$ cat config.mk
export PLATFORM = sky130hd
export DESIGN_NAME = tick_gen
export DESIGN_NICKNAME = d
export VERILOG_FILES = /design/src/rtl/tick_gen.sv
export SDC_FILE = /design/constraint.sdc
export NUM_CORES = 1
export LEC_CHECK = 0
export ABC_AREA = 1
export CAP_MARGIN = 20
export CORE_ASPECT_RATIO = 0.5
export CORE_MARGIN = 1.5
export CORE_UTILIZATION = 58
export CTS_CLUSTER_DIAMETER = 30
export DETAILED_ROUTE_END_ITERATION = 8
export GPL_TIMING_DRIVEN = 0
export PLACE_DENSITY_LB_ADDON = 0.25
export SKIP_CTS_REPAIR_TIMING = 1
export SLEW_MARGIN = 20
export SYNTH_ARGS = -nofsm -noshare
export SYNTH_HDL_FRONTEND = slang
export SYNTH_SLANG_ARGS = --single-unit
$ cat constraint.sdc
create_clock -name fsys -period 6.85 [get_ports fsys]
set_input_delay 1.7125 -clock fsys [delete_from_list [all_inputs] [get_ports fsys]]
set_output_delay 1.7125 -clock fsys [all_outputs]
set_load 0.01 [all_outputs]
$ cat src/rtl/tick_gen.sv
// tick_gen: multi-channel runtime-programmable divider producing a one-cycle strobe and a
// near-50% square wave per channel. Optional macro TICK_GEN_SYNC_EN adds the tick_gen_sync realign input.
module tick_gen #(
    parameter int CHANNELS    = 4,
    parameter int WIDTH       = 16,
    parameter int DEFAULT_DIV = 4,
    localparam int CW         = (CHANNELS > 1) ? $clog2(CHANNELS) : 1
) (
    input  logic                fsys,
    input  logic                tick_gen_rst,
    input  logic                tick_gen_en,
    input  logic                tick_gen_ld,
    input  logic [CW-1:0]       tick_gen_ch,
    input  logic [WIDTH-1:0]    tick_gen_div,
`ifdef TICK_GEN_SYNC_EN
    input  logic                tick_gen_sync,
`endif
    output logic                tick_gen_ld_ack,
    output logic [CHANNELS-1:0] tick_gen_pulse,
    output logic [CHANNELS-1:0] tick_gen_out
);

    logic w_ld_ok;
    logic w_sync;
    logic r_ld_ack;

    assign w_ld_ok = tick_gen_ld && (int'(tick_gen_ch) < CHANNELS);

`ifdef TICK_GEN_SYNC_EN
    assign w_sync = tick_gen_sync;
`else
    assign w_sync = 1'b0;
`endif

    // Load acknowledge register: one cycle after every accepted load.
    always_ff @(posedge fsys or posedge tick_gen_rst) begin
        if (tick_gen_rst) begin
            r_ld_ack <= 1'b0;
        end else begin
            r_ld_ack <= w_ld_ok;
        end
    end

    assign tick_gen_ld_ack = r_ld_ack;

    for (genvar g = 0; g < CHANNELS; g++) begin : g_ch
        logic [WIDTH-1:0] r_cnt;
        logic [WIDTH-1:0] r_div;
        logic [WIDTH-1:0] r_pend;
        logic             r_pend_v;
        logic             r_pulse;
        logic             r_out;

        logic [WIDTH-1:0] w_cnt_nxt;
        logic [WIDTH-1:0] w_div_nxt;
        logic [WIDTH-1:0] w_pend_nxt;
        logic             w_pend_v_nxt;
        logic             w_pend_v_kept;
        logic             w_pulse_nxt;
        logic             w_out_nxt;
        logic             w_apply;
        logic             w_active;
        logic             w_wrap;
        logic             w_ld_hit;
        logic [WIDTH-1:0] w_inc;
        logic [WIDTH-1:0] w_thresh;

        // w_thresh = N - (N>>1): out is high for the last floor(N/2) counts of a period.
        assign w_active = (r_div >= WIDTH'(2));
        assign w_wrap   = (r_cnt >= (r_div - WIDTH'(1)));
        assign w_inc    = r_cnt + WIDTH'(1);
        assign w_thresh = r_div - (r_div >> 1);
        assign w_ld_hit = w_ld_ok && (int'(tick_gen_ch) == g);

        // Next-state logic: sync beats idle beats enable; divisor swaps only at wrap, idle or sync.
        always_comb begin
            w_cnt_nxt   = r_cnt;
            w_out_nxt   = r_out;
            w_pulse_nxt = 1'b0;
            w_apply     = 1'b0;
            if (w_sync) begin
                w_cnt_nxt = {WIDTH{1'b0}};
                w_out_nxt = 1'b0;
                w_apply   = r_pend_v;
            end else if (!w_active) begin
                w_cnt_nxt = {WIDTH{1'b0}};
                w_out_nxt = 1'b0;
                w_apply   = r_pend_v;
            end else if (tick_gen_en) begin
                if (w_wrap) begin
                    w_cnt_nxt   = {WIDTH{1'b0}};
                    w_pulse_nxt = 1'b1;
                    w_out_nxt   = 1'b0;
                    w_apply     = r_pend_v;
                end else begin
                    w_cnt_nxt = w_inc;
                    w_out_nxt = (w_inc >= w_thresh);
                end
            end else begin
                w_cnt_nxt = r_cnt;
                w_out_nxt = r_out;
            end

            if (w_apply) begin
                w_div_nxt     = r_pend;
                w_pend_v_kept = 1'b0;
            end else begin
                w_div_nxt     = r_div;
                w_pend_v_kept = r_pend_v;
            end

            // A load on the same edge as a wrap becomes pending for the following wrap.
            if (w_ld_hit) begin
                w_pend_nxt   = tick_gen_div;
                w_pend_v_nxt = 1'b1;
            end else begin
                w_pend_nxt   = r_pend;
                w_pend_v_nxt = w_pend_v_kept;
            end
        end

        // Channel state and registered outputs.
        always_ff @(posedge fsys or posedge tick_gen_rst) begin
            if (tick_gen_rst) begin
                r_cnt    <= {WIDTH{1'b0}};
                r_div    <= WIDTH'(DEFAULT_DIV);
                r_pend   <= {WIDTH{1'b0}};
                r_pend_v <= 1'b0;
                r_pulse  <= 1'b0;
                r_out    <= 1'b0;
            end else begin
                r_cnt    <= w_cnt_nxt;
                r_div    <= w_div_nxt;
                r_pend   <= w_pend_nxt;
                r_pend_v <= w_pend_v_nxt;
                r_pulse  <= w_pulse_nxt;
                r_out    <= w_out_nxt;
            end
        end

        assign tick_gen_pulse[g] = r_pulse;
        assign tick_gen_out[g]   = r_out;
    end

endmodule

==> results.md <==
* Seq cells post-synth at ~200
* Crit Path Class: register to register
* P_leak at 10.1 nW
* Clock skew at about 0.034 ns
* DRT Pass-1 Iters at 5
* Worst slew pin tran at just over 0.9 ns
* CTS tree: yes
* Period utilization at between 50% and 60%
* Reg2reg start: g_ch[0].r_div[2]
* Tmin final at between 3 and 4 ns
* Skew-Pair Late Insertion Delay at about 0.58 ns
* Fin. Hold Viols at 0
* Core area at about 28000 µm²
* CTS Sinks at approximately 210
* Die Area at between 30000 and 40000 µm²
* Hold WS at around 0.48 ns
* Initial antenna violation count at 1
* Clock-pin transition on the worst setup and hold timing paths at approximately 0.06 ns
* Place WS at between 2 and 3 ns
* Starting Density at between 60% and 70%
* CP arrival at 4.27 ns
* Routed WL per cell at 14.3 µm
* Largest net degree at the start of global routing at 34
* Clk root buf: clkbuf_16
* Synth top cells by count: nand2_1 (553), inv_1 (315), ha_1 (272), dfrtp_1 (201), xor2_1 (145)
* Seq pwr share at just under 20%
* Post-synth top area share at roughly 30%
* Residual DRC at 0
* Cell count of the worst reg-to-reg path at 22
* Min-delay src: g_ch[1].r_out
* Number of global-route vias before repair at 13200
* Critical Path Fanout Max at 10
* WHS Endpoint: g_ch[1].r_out
* Max-slew violations at 0
* Hold Crit Class: register to register
* Gr ovfl total at 0
* Synth Warn # at 0
* Most common cell in the synthesized netlist: nand2_1
* Core Util, Final at ~67%
* Top FF cell, synth: dfrtp_1
* Total number of vias at between 10000 and 15000
* Clock buffer depth at 3
* 1st-iter DRT viols at between 800 and 900
* Fmax at roughly 0.26 GHz
* Mapped Area at around 17000 µm²
* Maximum VDD drop at 0.244 mV
* PwrDens at between 400 and 500 nW/µm²
* H-tree depth at 1
* Syn Inst Count at approximately 2200
* Critical path endpoint category: register
* # Max-Cap Violations at 0
* Status: finished, final reports clean
* Share of cells above drive strength 1 at under 10%
* Final Wtd Congestion at around 0.94
* IO Port Bufs at 30
* R2R Setup Slk at slightly above 3 ns
* CP Launch Type: register
* Synth unique cells at 44
* Nets@finish at between 2000 and 3000
* Most area-consuming cells after synthesis: dfrtp_1 (30%), ha_1 (20%), nand2_1 (12%)
* FP Rows at 43
* Die W at approximately 240 µm
* Yosys top cell by area: dfrtp_1
* Final setup viols at 0
* Internal power at roughly 4.6 mW
* Async SR Flop Fraction at 100%
* Placed cell area at ~18000 µm²
* Syn Nets at around 2500
* Fin area at 18900 µm²
* Clock share of power at between 10% and 20%
* Mean area per synthesized cell at 7.57 µm²
* Post-synth EDFFs at 0
* Ant diodes at 0
* Synth-to-Final Area Change at 11.6%
* Critical Path RT at 7.31 ns
* Reg2reg end: g_ch[0].r_cnt[4]
* First-pass GRT wire length at approximately 65000 µm
* Setup TNS at 0 ns
* Net switching power at between 4 and 5 mW
* Total GRT Usage at 26.4%
* Sw frac at roughly half
* DIE HEIGHT at ~120 µm
* Sequential area share after synthesis at just over 30%
* Overall routed net length at 38900 µm
* Final setup margin at 3.05 ns
* Post-route ant nets at 0
* Hold-critical path depth at 2
* Gate power share at between 60% and 70%
* Max-slew headroom at 38.9%
* RSZ-0062 raised after global routing: false
* HPWL Detailed at 30200 µm
* Number of vias per cell at approximately 5.3
* Fillers at 2390
* I/O Pins at 31
* CTS buffer count at 30
layer usage:
layer	vias to the layer above	GRT usage (%)	share of wire, %
li1	7332	-	-
met1	6582	39.4	52
met2	293	41.5	42
met3	50	2.89	4.7
met4	0	5.79	1.9
met5	-	0	0
critical path, cell delays in order, from the launching register on:
cell and delay, ns:
dfstp_2 0.57, inv_1 0.13, ha_1 0.21, nand2_1 0.06, nand2_1 0.07, nand2_1 0.07
nand2_1 0.07, nand2_1 0.06, nand2_1 0.07, nor2_1 0.17, nand2_1 0.11, nor2_1 0.16
nand2_1 0.09, xor2_1 0.22, ha_1 0.30, a21oi_1 0.14, o21ai_1 0.08, nor2_1 0.17
nand3_1 0.19, nor2_2 0.31, buf_2 0.29, nand2_1 0.07, o21ai_1 0.09
cells in the final DEF (no fill, tap or decap), drive strengths merged, types with 32 or more instances in the layout:
cell type  count
nand2        559
inv          336
ha           272
dfrtp        201
o21ai        163
nor2         146
xor2         145
nand3        144
a21oi        116
clkbuf        55
nor3          32
layout make-up:
class                           instances  area [µm²]  share of cell area [%]
Inverter                              334        1260                    6.65
Multi-Input combinational cell       1654       10300                    54.5
Tap cell                              382         478                    2.53
Buffer                                 45         241                    1.28
Clock buffer                           33         762                    4.03
Sequential cell                       205        5130                    27.2
Timing Repair Buffer                   37         448                    2.37
Clock inverter                         22         275                    1.46
per-stage QoR:
| stage | std cells | power, mW |
|---|---|---|
| floorplan | 2238 | 6.13 |
| detailed placement | 2657 | 7.42 |
| CTS | 2712 | 9.08 |
| global placement | 2650 | 7.24 |
| global route | 2712 | 10.1 |
| finish | 2712 | 9.11 |
sequential cells by signal, indices dropped and copies added, names as in the netlist:
signal           flops
g_ch.r_out           4
g_ch.r_div          64
g_ch.r_pend         64
g_ch.r_cnt          64
tick_gen_ld_ack      1
g_ch.r_pulse         4
g_ch.r_pend_v        4
worst max-delay path by stage:
stage                                start                 to
final                     g_ch[0].r_div[2]   g_ch[0].r_cnt[4]
after detailed placement       tick_gen_en   g_ch[2].r_cnt[4]
after global placement        tick_gen_rst  g_ch[1].r_cnt[15]
after CTS                 g_ch[3].r_div[2]   g_ch[3].r_cnt[4]
after floorplan               tick_gen_rst   g_ch[0].r_cnt[0]
after global routing      g_ch[0].r_div[2]   g_ch[0].r_cnt[4]
power groups by stage:
stage	Clock (mW)	Combinational, mW	Sequential, mW
after floorplan	0	4.42	1.71
after global placement	0	5.44	1.79
after detailed placement	0	5.62	1.80
after CTS	1.59	5.69	1.79
after global routing	1.64	6.66	1.84
final	1.57	5.74	1.80
cells by family (layout without fill, tap and decap cells):
kind of cell / after synthesis / in the layout / synth area share, %
XOR/XNOR: 152 / 152 / 7.86
AND/OR/NAND/NOR: 911 / 911 / 22.6
flip-flops: 205 / 205 / 30.3
AO/OA/AOI/OAI: 315 / 315 / 9.86
buffers and inverters: 379 / 471 / 8.83
adder cells (fa/ha/maj): 276 / 276 / 20.6
Note: power is estimated with default switching activity, not from simulation.
